[src/rtl/fifo_drain_ctrl_if.sv]
// Signal bundle between the FIFO drain controller, its source FIFO, the burst
// requester and the downstream stream consumer.
interface fifo_drain_ctrl_if #(
  parameter int FWIDTH = 32,
  parameter int LWIDTH = 8
);
  logic              F_EmptyN;
  logic [FWIDTH-1:0] F_Data;
  logic              FOutN;
  logic              Start;
  logic [LWIDTH-1:0] Burst_Len;
  logic              Busy;
  logic              Done;
  logic [FWIDTH-1:0] M_Data;
  logic              M_Valid;
  logic              M_Ready;
  logic              M_Last;
  logic [LWIDTH-1:0] Word_Cnt;

  modport master (
    input  F_EmptyN, F_Data, Start, Burst_Len, M_Ready,
    output FOutN, Busy, Done, M_Data, M_Valid, M_Last, Word_Cnt
  );

  modport slave (
    output F_EmptyN, F_Data, Start, Burst_Len, M_Ready,
    input  FOutN, Busy, Done, M_Data, M_Valid, M_Last, Word_Cnt
  );
endinterface

[src/rtl/fifo_drain_ctrl.sv]
// Drains a burst of Burst_Len words from a FIFO with an active-low read strobe
// into a 2-entry buffer that feeds a valid/ready output stream.
module fifo_drain_ctrl #(
  parameter int FWIDTH = 32,
  parameter int LWIDTH = 8
) (
  input  logic               Clk,
  input  logic               Rst,
  fifo_drain_ctrl_if.master  bus
);

  localparam logic [2:0] IDLE  = 3'd0;
  localparam logic [2:0] RD    = 3'd1;
  localparam logic [2:0] CAP   = 3'd2;
  localparam logic [2:0] WAIT  = 3'd3;
  localparam logic [2:0] DRAIN = 3'd4;

  logic [2:0]        state;
  logic [2:0]        state_next;
  logic [LWIDTH-1:0] remaining;
  logic [LWIDTH-1:0] remaining_dec;
  logic              last_push;
  logic              pop;
  logic              push;

  logic [FWIDTH-1:0] head_data;
  logic              head_valid;
  logic              head_last;
  logic [FWIDTH-1:0] tail_data;
  logic              tail_valid;
  logic              tail_last;

  assign pop           = head_valid & bus.M_Ready;
  assign push          = (state == CAP);
  assign remaining_dec = remaining - LWIDTH'(1);
  assign last_push     = (remaining_dec == '0);

  assign bus.M_Data  = head_data;
  assign bus.M_Valid = head_valid;
  assign bus.M_Last  = head_last;

  // A read is only launched when the buffer is guaranteed a free slot by CAP,
  // so the tail entry never overflows.
  always_comb begin
    state_next = state;
    case (state)
      IDLE:    if (bus.Start) state_next = (bus.Burst_Len == '0) ? DRAIN : WAIT;
      WAIT:    if (bus.F_EmptyN && !(tail_valid && !pop)) state_next = RD;
      RD:      state_next = CAP;
      CAP:     state_next = last_push ? DRAIN : WAIT;
      DRAIN:   if (!head_valid) state_next = IDLE;
      default: state_next = IDLE;
    endcase
  end

  always_ff @(posedge Clk) begin
    if (Rst) begin
      state        <= IDLE;
      remaining    <= '0;
      bus.FOutN    <= 1'b1;
      bus.Busy     <= 1'b0;
      bus.Done     <= 1'b0;
      bus.Word_Cnt <= '0;
    end else begin
      state     <= state_next;
      bus.FOutN <= (state_next != RD);
      bus.Done  <= (state == DRAIN) && !head_valid;
      if (state == IDLE && bus.Start) begin
        remaining    <= bus.Burst_Len;
        bus.Word_Cnt <= '0;
        bus.Busy     <= 1'b1;
      end else if (state == DRAIN && !head_valid) begin
        bus.Busy <= 1'b0;
      end
      if (push) remaining <= remaining_dec;
      if (pop)  bus.Word_Cnt <= bus.Word_Cnt + LWIDTH'(1);
    end
  end

  // Two-entry shift buffer: the head is the output register, a pop shifts the
  // tail forward, and a push lands in the first slot free after that pop.
  always_ff @(posedge Clk) begin
    if (Rst) begin
      head_data  <= '0;
      head_valid <= 1'b0;
      head_last  <= 1'b0;
      tail_data  <= '0;
      tail_valid <= 1'b0;
      tail_last  <= 1'b0;
    end else if (pop) begin
      head_data  <= tail_data;
      head_valid <= tail_valid;
      head_last  <= tail_last;
      tail_valid <= 1'b0;
      tail_last  <= 1'b0;
      if (push) begin
        if (tail_valid) begin
          tail_data  <= bus.F_Data;
          tail_valid <= 1'b1;
          tail_last  <= last_push;
        end else begin
          head_data  <= bus.F_Data;
          head_valid <= 1'b1;
          head_last  <= last_push;
        end
      end
    end else if (push) begin
      if (head_valid) begin
        tail_data  <= bus.F_Data;
        tail_valid <= 1'b1;
        tail_last  <= last_push;
      end else begin
        head_data  <= bus.F_Data;
        head_valid <= 1'b1;
        head_last  <= last_push;
      end
    end
  end

endmodule
[src/flat_wrapper.sv]
// flat-port wrapper written by rule: the top's interface ports become plain ports
module fifo_drain_ctrl_flat 
#(
  parameter int FWIDTH = 32,
  parameter int LWIDTH = 8
)
  (Clk, Rst, bus_F_EmptyN, bus_F_Data, bus_Start, bus_Burst_Len, bus_M_Ready, bus_FOutN, bus_Busy, bus_Done, bus_M_Data, bus_M_Valid, bus_M_Last, bus_Word_Cnt);
  fifo_drain_ctrl_if #(.FWIDTH(FWIDTH), .LWIDTH(LWIDTH)) bus_i ();
  input  logic Clk;
  input  logic Rst;
  input wire logic [$bits(bus_i.F_EmptyN)-1:0] bus_F_EmptyN;
  input wire logic [$bits(bus_i.F_Data)-1:0] bus_F_Data;
  input wire logic [$bits(bus_i.Start)-1:0] bus_Start;
  input wire logic [$bits(bus_i.Burst_Len)-1:0] bus_Burst_Len;
  input wire logic [$bits(bus_i.M_Ready)-1:0] bus_M_Ready;
  output wire logic [$bits(bus_i.FOutN)-1:0] bus_FOutN;
  output wire logic [$bits(bus_i.Busy)-1:0] bus_Busy;
  output wire logic [$bits(bus_i.Done)-1:0] bus_Done;
  output wire logic [$bits(bus_i.M_Data)-1:0] bus_M_Data;
  output wire logic [$bits(bus_i.M_Valid)-1:0] bus_M_Valid;
  output wire logic [$bits(bus_i.M_Last)-1:0] bus_M_Last;
  output wire logic [$bits(bus_i.Word_Cnt)-1:0] bus_Word_Cnt;
  assign bus_i.F_EmptyN = bus_F_EmptyN;
  assign bus_i.F_Data = bus_F_Data;
  assign bus_i.Start = bus_Start;
  assign bus_i.Burst_Len = bus_Burst_Len;
  assign bus_i.M_Ready = bus_M_Ready;
  assign bus_FOutN = bus_i.FOutN;
  assign bus_Busy = bus_i.Busy;
  assign bus_Done = bus_i.Done;
  assign bus_M_Data = bus_i.M_Data;
  assign bus_M_Valid = bus_i.M_Valid;
  assign bus_M_Last = bus_i.M_Last;
  assign bus_Word_Cnt = bus_i.Word_Cnt;
  fifo_drain_ctrl #(.FWIDTH(FWIDTH), .LWIDTH(LWIDTH)) u_core (.Clk(Clk), .Rst(Rst), .bus(bus_i));
endmodule
[config.mk]
export PLATFORM = sky130hd
export DESIGN_NAME = fifo_drain_ctrl_flat
export DESIGN_NICKNAME = d
export VERILOG_FILES = /design/src/rtl/fifo_drain_ctrl_if.sv /design/src/rtl/fifo_drain_ctrl.sv /design/src/flat_wrapper.sv
export SDC_FILE = /design/constraint.sdc
export NUM_CORES = 1
export LEC_CHECK = 0
export ABC_AREA = 1
export ABC_CLOCK_PERIOD_IN_PS = 3250
export BUFFER_PORTS_ARGS = -buffer_cell sky130_fd_sc_hd__buf_2
export CAP_MARGIN = 20
export CORE_MARGIN = 3
export CORE_UTILIZATION = 35
export CTS_CLUSTER_DIAMETER = 80
export DETAILED_ROUTE_END_ITERATION = 12
export PLACE_DENSITY = 0.67
export SLEW_MARGIN = 10
export SYNTH_ARGS = -nofsm -noshare
export SYNTH_HDL_FRONTEND = slang
export SYNTH_SLANG_ARGS = --single-unit
[constraint.sdc]
create_clock -name Clk -period 3.25 [get_ports Clk]
set_input_delay 0.65 -clock Clk [delete_from_list [all_inputs] [get_ports Clk]]
set_output_delay 0.65 -clock Clk [all_outputs]
set_load 0.01 [all_outputs]
Word-level counts from Yosys, hierarchy flattened
Index checks and enable logic that the tools add are counted.
{"block": "op_classes", "addsub": 2, "eq_ne": 7, "mux": 40, "n_bitwise": 1, "reduce_logical": 18}
{"operator": "$mux W32", "count": 10}
{"operator": "$mux W8", "count": 4}
{"operator": "$mux W1", "count": 20}
{"operator": "$logic_not A8 Y1", "count": 2}
{"operator": "$mux W3", "count": 5}
{"operator": "$pmux W3 S5", "count": 1}
{"operator": "$reduce_bool A2 Y1", "count": 5}
{"operator": "$add A8 B1 Y8 const B", "count": 1}
{"operator": "$sub A8 B1 Y8 const B", "count": 1}
{"operator": "$eq A3 B2 Y1 const B", "count": 2}
{"operator": "$logic_and A1 B1 Y1", "count": 4}
{"operator": "$reduce_and A2 Y1", "count": 2}
{"operator": "$eq A3 B1 Y1 const B", "count": 1}
{"operator": "$eq A3 B3 Y1 const B", "count": 1}
{"operator": "$logic_not A1 Y1", "count": 3}
{"operator": "$logic_not A3 Y1", "count": 1}
{"operator": "$ne A3 B1 Y1 const B", "count": 1}
{"operator": "$reduce_and A3 Y1", "count": 1}
{"operator": "$ne A2 B1 Y1 const B", "count": 1}
{"operator": "$ne A2 B2 Y1 const B", "count": 1}
{"operator": "$and A1 B1 Y1", "count": 1}
{"block": "totals", "register_bits": 90, "input_bits": 45, "output_inout_bits": 45}

Longest topological paths before layout
Gate-level depths: netlist (run 1).
{"block": "logic_depth", "ltp_word": 8, "depth_mapped": 12, "depth_no_buf": 12}

Worst setup path after synthesis (run 1)
No wires, ideal clock.
{"block": "synth_path", "path_kind": "in2reg", "start": "in bus_M_Ready", "end": "reg u_core.head_data[10], in the netlist u_core.bus.M_Data[10]", "setup_ns": 0.116, "arrival_ns": 1.581, "required_ns": 3.134, "path_slack_ns": 1.553, "cell_stages": 7, "n_path_buf": 1, "path_cell_list": "nand2_1 -> clkinv_1 -> o21ai_4 -> buf_4 -> o211ai_1 -> o211ai_1 -> inv_1"}
{"block": "synth_via", "elab_chain_len": 3, "word_cells_on_any_way": 5, "classes_between": "1 x eq/ne; 1 x mux; 1 x bitwise; 2 x reduce/logical"}
{"item": "start: declaration", "line": "flat_wrapper.sv:15", "rtl": "input wire logic [$bits(bus_i.M_Ready)-1:0] bus_M_Ready;"}
{"item": "$and A1 B1 Y1 *", "line": "fifo_drain_ctrl.sv:33", "rtl": "assign pop = head_valid & bus.M_Ready;"}
{"item": "$ne A2 B1 Y1 (no line) or $reduce_bool A2 Y1 (tied branches)"}
{"item": "$reduce_and A2 Y1 (no line)"}
{"item": "end signal: assignment", "line": "fifo_drain_ctrl.sv:91", "rtl": "head_data <= tail_data;"}
{"item": "end signal: assignment", "line": "fifo_drain_ctrl.sv:102", "rtl": "head_data <= bus.F_Data;"}
{"item": "end signal: assignment", "line": "fifo_drain_ctrl.sv:113", "rtl": "head_data <= bus.F_Data;"}
{"item": "end: declaration", "line": "fifo_drain_ctrl.sv:26", "rtl": "logic [FWIDTH-1:0] head_data;"}
Mark *: on every way between the ends. The rest lies on a longest branch, timed or not.
A chain may end at the register's enable or synchronous reset.

Worst setup path after layout (run 1)
{"block": "layout_path", "start": "reg u_core.state[1]", "end": "reg u_core.head_data[11], in the netlist u_core.bus.M_Data[11]"}
{"block": "layout_via", "elab_chain_len": 3, "word_cells_on_any_way": 5, "classes_between": "1 x eq/ne; 2 x mux; 2 x reduce/logical"}
{"item": "start: declaration", "line": "fifo_drain_ctrl.sv:18", "rtl": "logic [2:0] state;"}
{"item": "start signal: assignment", "line": "fifo_drain_ctrl.sv:65", "rtl": "state <= state_next;"}
{"item": "$eq A3 B2 Y1 *", "line": "fifo_drain_ctrl.sv:34", "rtl": "assign push = (state == CAP);"}
{"item": "$mux W32 or $reduce_bool A2 Y1 (tied branches)"}
{"item": "$mux W32 or $reduce_and A2 Y1 (tied branches)"}
Marked as above.

==> results of run 1 <==
-- per-stage QoR --
stage / total power [mW] / cell area [um2] / instances / setup slack, ps / hold WS, ps
CTS: 3.148 / 4767 / 732 / 807.2 / 455.3
global route: 3.313 / 4815 / 734 / 955.6 / 469.7
finish: 3.112 / 4815 / 734 / 1252 / 453.1
global placement: 2.053 / 4466 / 716 / 798.3 / 438.9
detailed placement: 2.069 / 4466 / 716 / 669.5 / 444.9
floorplan: 1.836 / 3963 / 512 / 1553 / 429.9
-- per-layer routing --
layer,vias up,global-route usage [%]
li1,1879,-
met1,1751,19.07
met2,118,25.39
met3,8,5.768
met4,0,5.048
met5,-,0
-- tightest hold or removal path, stage by stage (launching register included) --
cell and delay (ps):
dfxtp_1 300, inv_1 60, a21oi_1 60
-- power by group through the flow --
stage / Combinational, mW / Clock, mW / Sequential [mW]
final: 0.740 / 1.06 / 1.32
after global routing: 0.841 / 1.14 / 1.33
after floorplan: 0.463 / 0 / 1.37
after detailed placement: 0.732 / 0 / 1.34
after CTS: 0.736 / 1.10 / 1.32
after global placement: 0.716 / 0 / 1.34
-- synthesized netlist by cell type, types with 2 or more instances --
master | n | area, um2
dfxtp_1 | 90 | 1802
nor3_1 | 2 | 10.01
nand3b_1 | 2 | 15.01
inv_1 | 82 | 307.8
inv_2 | 4 | 15.01
nand3_1 | 14 | 70.07
ha_1 | 3 | 37.54
o211ai_1 | 59 | 442.9
buf_2 | 5 | 25.02
clkbuf_1 | 15 | 56.30
a21oi_1 | 49 | 245.2
nand2_1 | 74 | 277.8
nand4_1 | 6 | 37.54
a221oi_1 | 3 | 26.28
o211ai_2 | 4 | 50.05
buf_6 | 5 | 56.30
nor2_1 | 34 | 127.6
nor3b_1 | 2 | 15.01
buf_4 | 3 | 22.52
a31oi_1 | 5 | 31.28
o21ai_0 | 43 | 215.2
-- cell type report --
type	instances	area (um2)	share of cell area [%]
Clock inverter	7	76.32	1.585
Tap cell	140	175.2	3.638
Clock buffer	9	225.2	4.678
Sequential cell	90	1802	37.42
Inverter	87	326.6	6.783
Timing Repair Buffer	94	528.0	10.97
Multi-Input combinational cell	307	1682	34.93
-- logic make-up (layout without fill, tap and decap cells) --
logic type | Yosys count | in the layout | share of synthesized area [%]
AOI/OAI and AO/OA | 169 | 169 | 26.93
and+or+nand+nor | 135 | 135 | 14.37
buffers and inverters | 115 | 197 | 12.28
DFF | 90 | 90 | 45.47
adders and majority gates | 3 | 3 | 0.9474
-- placed cells by master, fill, tap and decap left out, types with 2 or more instances in the layout --
cell,instances
o211ai_1,59
a31oi_1,5
nand4_1,6
buf_12,2
clkinv_2,2
buf_2,89
nand2_1,74
inv_1,82
o21ai_0,43
nand3_1,14
nor3b_1,2
ha_1,3
clkbuf_16,9
o211ai_2,4
o21ai_4,2
nor2_1,34
dfxtp_1,90
buf_4,2
nand3b_1,2
a21oi_1,49
inv_2,4
a221oi_1,3
nor3_1,2
-- worst paths after layout --
path              cells after the start                                  to  slack (ps)                              from
hold / removal                        2    u_core.tail_data[8]$_SDFFE_PP0P_         450  u_core.tail_data[8]$_SDFFE_PP0P_
setup reg to reg                      9  u_core.bus.M_Data[11]$_SDFFE_PP0P_        1250        u_core.state[1]$_SDFF_PP0_
hold reg to reg                       2    u_core.tail_data[8]$_SDFFE_PP0P_         450  u_core.tail_data[8]$_SDFFE_PP0P_
setup / recovery                      9  u_core.bus.M_Data[11]$_SDFFE_PP0P_        1250        u_core.state[1]$_SDFF_PP0_
-- flip-flops by register name (all words and copies together), names as in the netlist --
signal               cells
u_core.bus.M_Last        1
u_core.bus.M_Valid       1
u_core.tail_valid        1
u_core.state             3
u_core.remaining         8
u_core.bus.Busy          1
u_core.bus.M_Data       32
u_core.tail_data        32
u_core.tail_last         1
u_core.bus.Word_Cnt      8
u_core.bus.Done          1
u_core.bus.FOutN         1
==> impl_metrics.json, run 1 <==
{
  "status": "complete, no violations",
  "clk_pin_slew_ps": 60,
  "wl_met2_um": 4434,
  "area_growth_pct": 21.50,
  "ir_worst_vdd_v": 0.0003652,
  "crit_family": "compound AO/OA/AOI/OAI gates",
  "cts_htree_levels": 3,
  "synth_flop_cell": "dfxtp_1",
  "clock.fmax_ghz": 0.5004,
  "yosysUniqueCellTypes": 29,
  "cts_sinks": 90,
  "p_sw_share_pct": 31.82,
  "hold_viol": 0,
  "power_frac_seq_pct": 42.3,
  "ant_nets": 0,
  "timing.setup.tns_ps": 0,
  "p_sw_uw": 990.2,
  "routedWlPerCell_um": 12.93,
  "nFillCells": 1122,
  "relSlewSlack_pct": 39.75,
  "firstDrtPassIters": 7,
  "critPathMaxStageDelay_ps": 470,
  "yosys_warnings": 0,
  "dieArea_mm2": 0.01263,
  "worst-path-buf-inv": 4,
  "fp-row-count": 38,
  "core_area_mm2": 0.01094,
  "start_util_pct": 36.24,
  "cp_slowest_cell": "o21ai_4",
  "postCtsSetupRepairBufs": 0,
  "hp-class": "register to register",
  "clk_latency_ps": 340,
  "antenna_cells": 0,
  "cts_buffer_depth": 2,
  "timing.final.crit_share_pct": 61.49,
  "power_frac_comb_pct": 23.8,
  "place_hpwl_um": 6344,
  "criticalPathCategory": "register to register",
  "powerDensity_mw_per_mm2": 646.3,
  "nNetsFinal": 637,
  "topRoutingLayerUsed": "met4",
  "arrival_ps": 2290,
  "io-pin-count": 90,
  "antenna_found_initial": 0,
  "critPathMaxFanout": 21,
  "cp-end-kind": "register",
  "final.min_clock_period_ps": 1998,
  "crit_path_start_kind": "register",
  "die_x_um": 112.4,
  "final_util_pct": 44.03,
  "first_global_vias": 3565,
  "synth_seq_cells": 90,
  "syn_area_mm2": 0.003963,
  "rsz0062_at_grt": "no",
  "grt_max_degree": 74,
  "met1Wirelength_um": 4237,
  "path_cells": "inv_2, nor3_4, inv_2, o21ai_4, buf_4, nand2_1, o211ai_1, o211ai_1, inv_1",
  "intPower_mw": 2.121,
  "maxSlewViolCount": 0,
  "drt-initial-drc-count": 310,
  "synthCells": 512,
  "overflow": 0,
  "gp_congestion": 0.8171,
  "cts_root_buffer": "clkbuf_16",
  "syn-num-nets": 560,
  "clock_skew_ps": 7.251,
  "cts_hold_buffers": 0,
  "wl_met3_um": 735,
  "remaining_drc_errors": 0,
  "syn_area_per_cell_um2": 7.739,
  "synth_edf_count": 0,
  "dr_total_vias": 3756,
  "drive_gt1_share_pct": 20.37,
  "ys_seq_area_share_pct": 45.47,
  "routed_wl_um": 9491,
  "grt_pass1_wl_um": 16200,
  "required_ps": 3540,
  "port_buffers": 89,
  "cts_tree": "done",
  "synthArstFlopShare_pct": 0,
  "die_h_um": 112.4,
  "cts.repair.resized": 0,
  "p_clk_share_pct": 33.9,
  "worst_slew_pin_slew_ps": 903.7,
  "setup_viol": 0,
  "grt_use_total_pct": 15.55,
  "vias_per_cell": 5.117,
  "drv_cap": 0,
  "numCtsBuffers": 9,
  "cellLeakagePower_nw": 2.202
}
Power figures use the tool's default switching activity.
==> inputs of run 2 (changes only) <==
--- a/config.mk
+++ b/config.mk
@@ -6,14 +6,14 @@
 export NUM_CORES = 1
 export LEC_CHECK = 0
 export ABC_AREA = 1
-export ABC_CLOCK_PERIOD_IN_PS = 3250
+export ABC_CLOCK_PERIOD_IN_PS = 1600
 export BUFFER_PORTS_ARGS = -buffer_cell sky130_fd_sc_hd__buf_2
 export CAP_MARGIN = 20
 export CORE_MARGIN = 3
 export CORE_UTILIZATION = 35
 export CTS_CLUSTER_DIAMETER = 80
 export DETAILED_ROUTE_END_ITERATION = 12
-export PLACE_DENSITY = 0.67
+export PLACE_DENSITY = 0.69
 export SLEW_MARGIN = 10
 export SYNTH_ARGS = -nofsm -noshare
 export SYNTH_HDL_FRONTEND = slang
==> constraint.sdc (replaced) <==
create_clock -name Clk -period 1.6 [get_ports Clk]
set_input_delay 0.32 -clock Clk [delete_from_list [all_inputs] [get_ports Clk]]
set_output_delay 0.32 -clock Clk [all_outputs]
set_load 0.01 [all_outputs]
==> impl_metrics.json, run 2 (synthesis gave the netlist of run 1 again) <==
{
  "status": "complete, no violations",
  "place_inst": 739,
  "criticalPathCategory": "register to register",
  "timing.final.crit_share_pct": 99.61,
  "hold_viol": 0,
  "rr_startpoint": "u_core.state[0]$_SDFF_PP0_",
  "overflow": 0,
  "gp_congestion": 0.9012,
  "timing.setup.tns_ps": 0,
  "cellLeakagePower_nw": 2.431,
  "powerDensity_mw_per_mm2": 1295,
  "most-common-layout-cells": "buf_2 (89), dfxtp_1 (84), inv_1 (79), nand2_1 (66), o211ai_1 (59)",
  "grt_max_degree": 74,
  "grt_pass1_wl_um": 16460,
  "routedWlPerCell_um": 14.05,
  "routed_wl_um": 10800,
  "critPathMaxFanout": 12,
  "firstDrtPassIters": 4,
  "core_area_mm2": 0.01094,
  "area_growth_pct": 34.32,
  "cts_buffer_depth": 2,
  "antenna_cells": 0,
  "drv_cap": 0,
  "start_util_pct": 36.24,
  "cp_slowest_cell": "dfxtp_1",
  "maxSlewViolCount": 0,
  "worst-path-buf-inv": 4,
  "drive_gt1_share_pct": 29.73,
  "whs_path_depth": 3,
  "final.min_clock_period_ps": 1594,
  "first_global_vias": 3601,
  "power_frac_comb_pct": 30.1,
  "clk_latency_ps": 340,
  "ir_worst_vdd_v": 0.0007243,
  "hp-class": "primary input to register",
  "clock.fmax_ghz": 0.6275,
  "final_util_pct": 48.67,
  "arrival_ps": 1880,
  "crit_path_start_kind": "register",
  "cp-end-kind": "register",
  "path_cells": "nor3_4, inv_4, o21ai_4, buf_6, clkbuf_16, nand2_1, o211ai_1, o211ai_1, inv_1",
  "r2r-end": "u_core.bus.M_Data[26]$_SDFFE_PP0P_",
  "rsz0062_at_grt": "yes",
  "required_ps": 1890,
  "remaining_drc_errors": 0,
  "place_area_mm2": 0.004688,
  "layout.cells.non_filler": 769,
  "ant_nets": 0,
  "relSlewSlack_pct": 74.45,
  "critPathMaxStageDelay_ps": 350,
  "setup_viol": 0,
  "dr_total_vias": 3859,
  "die_x_um": 112.4,
  "dieArea_mm2": 0.01263,
  "numCtsBuffers": 9,
  "vias_per_cell": 5.018,
  "clk_pin_slew_ps": 70,
  "p_clk_share_pct": 30.9,
  "intPower_mw": 4.698,
  "final_common_cell": "buf_2",
  "design_area_mm2": 0.005323,
  "port_buffers": 89,
  "setup.worst_path.start": "u_core.state[0]$_SDFF_PP0_",
  "nNetsFinal": 672,
  "hp-start": "bus_F_Data[31]",
  "antenna_found_initial": 1,
  "cts_htree_levels": 3,
  "die_h_um": 112.4,
  "p_sw_mw": 2.195,
  "fp-row-count": 38,
  "cts_tree": "done",
  "worst_slew_pin_slew_ps": 379.3,
  "grt_use_total_pct": 15.69,
  "p_sw_share_pct": 31.84,
  "drt-initial-drc-count": 171,
  "whs_endpoint": "u_core.tail_data[31]$_SDFFE_PP0P_",
  "power_mw": 6.892,
  "power_frac_seq_pct": 39.1,
  "reg2reg_setup_slack_ps": 6,
  "cts_root_buffer": "clkbuf_16",
  "cp_common_cell": "o211ai_1",
  "place_hpwl_um": 6596,
  "cts_sinks": 90,
  "crit_family": "buffers and inverters",
  "clock_skew_ps": 8.109,
  "reg2reg_depth": 9,
  "io-pin-count": 90
}
[run 2: changes by cell type in the layout (fill, tap and decap cells not counted), sizes merged]
| cell | change |
|---|---|
| clkbuf | +6 |
| inv | -2 |
| clkinv | -1 |
| buf | +32 |
[run 2: per-layer routing]
metal / GRT usage [%] / up-vias / part of all wire (%) / wire length, um
li1: - / 1949 / - / -
met1: 19.78 / 1792 / 46 / 4992
met2: 24.95 / 101 / 46 / 4994
met3: 4.690 / 15 / 5.8 / 626
met4: 6.811 / 2 / 1.6 / 174
met5: 0 / - / 0.12 / 13
[run 2: metrics by stage]
step                      hold slack [ps]  worst slack (ps)
after floorplan                     429.9             12.81
after global placement              438.5             32.31
after detailed placement            445.8            -65.36
after CTS                           203.9             1.994
after global routing                228.4            -105.2
final                               218.2             6.314
[run 2: worst max path at each step]
| stage | end | slack [ps] | cells past startpoint |
|---|---|---|---|
| 3_3_place_gp | u_core.state[1]$_SDFF_PP0_ | 30 | 12 |
| 2_1_floorplan | u_core.bus.M_Data[16]$_SDFFE_PP0P_ | 10 | 7 |
| 5_1_grt | u_core.bus.M_Data[18]$_SDFFE_PP0P_ | -110 | 9 |
| 3_5_place_dp | u_core.state[1]$_SDFF_PP0_ | -70 | 12 |
| 6_report | u_core.bus.M_Data[26]$_SDFFE_PP0P_ | 6 | 9 |
| 4_1_cts | u_core.state[1]$_SDFF_PP0_ | 2 | 12 |
[run 2: power groups by stage]
stage          combinational, mW  sequential, mW  clock (mW)
3_3_place_gp                1.65            2.70           0
5_1_grt                     2.29            2.72        2.26
3_5_place_dp                1.68            2.71           0
4_1_cts                     1.73            2.67        2.18
6_report                    2.07            2.69        2.13
2_1_floorplan              0.942            2.79           0
[run 2: tightest hold or removal path, stage by stage]
cell and delay, ps:
buf_2 90, nor2_1 40, nor2_1 80
[run 2: final cells by class]
type                    count  area, um2
multi-input cells         307       1808
fillers                  1048       5613
repair buffers            129      895.9
clock inverters             4      51.30
clock buffers              12      246.5
well taps                 140      175.2
inverters                  87      331.6
flip-flops and latches     90       1814
[run 2: repair_timing]
item                       in CTS  in global routing
setup buffers                   1                  9
hold buffers                    0                  0
gates resized for setup         9                 44
setup endpoints to repair       6                 65
pin swaps                       4                 15
cloned                          0                  5
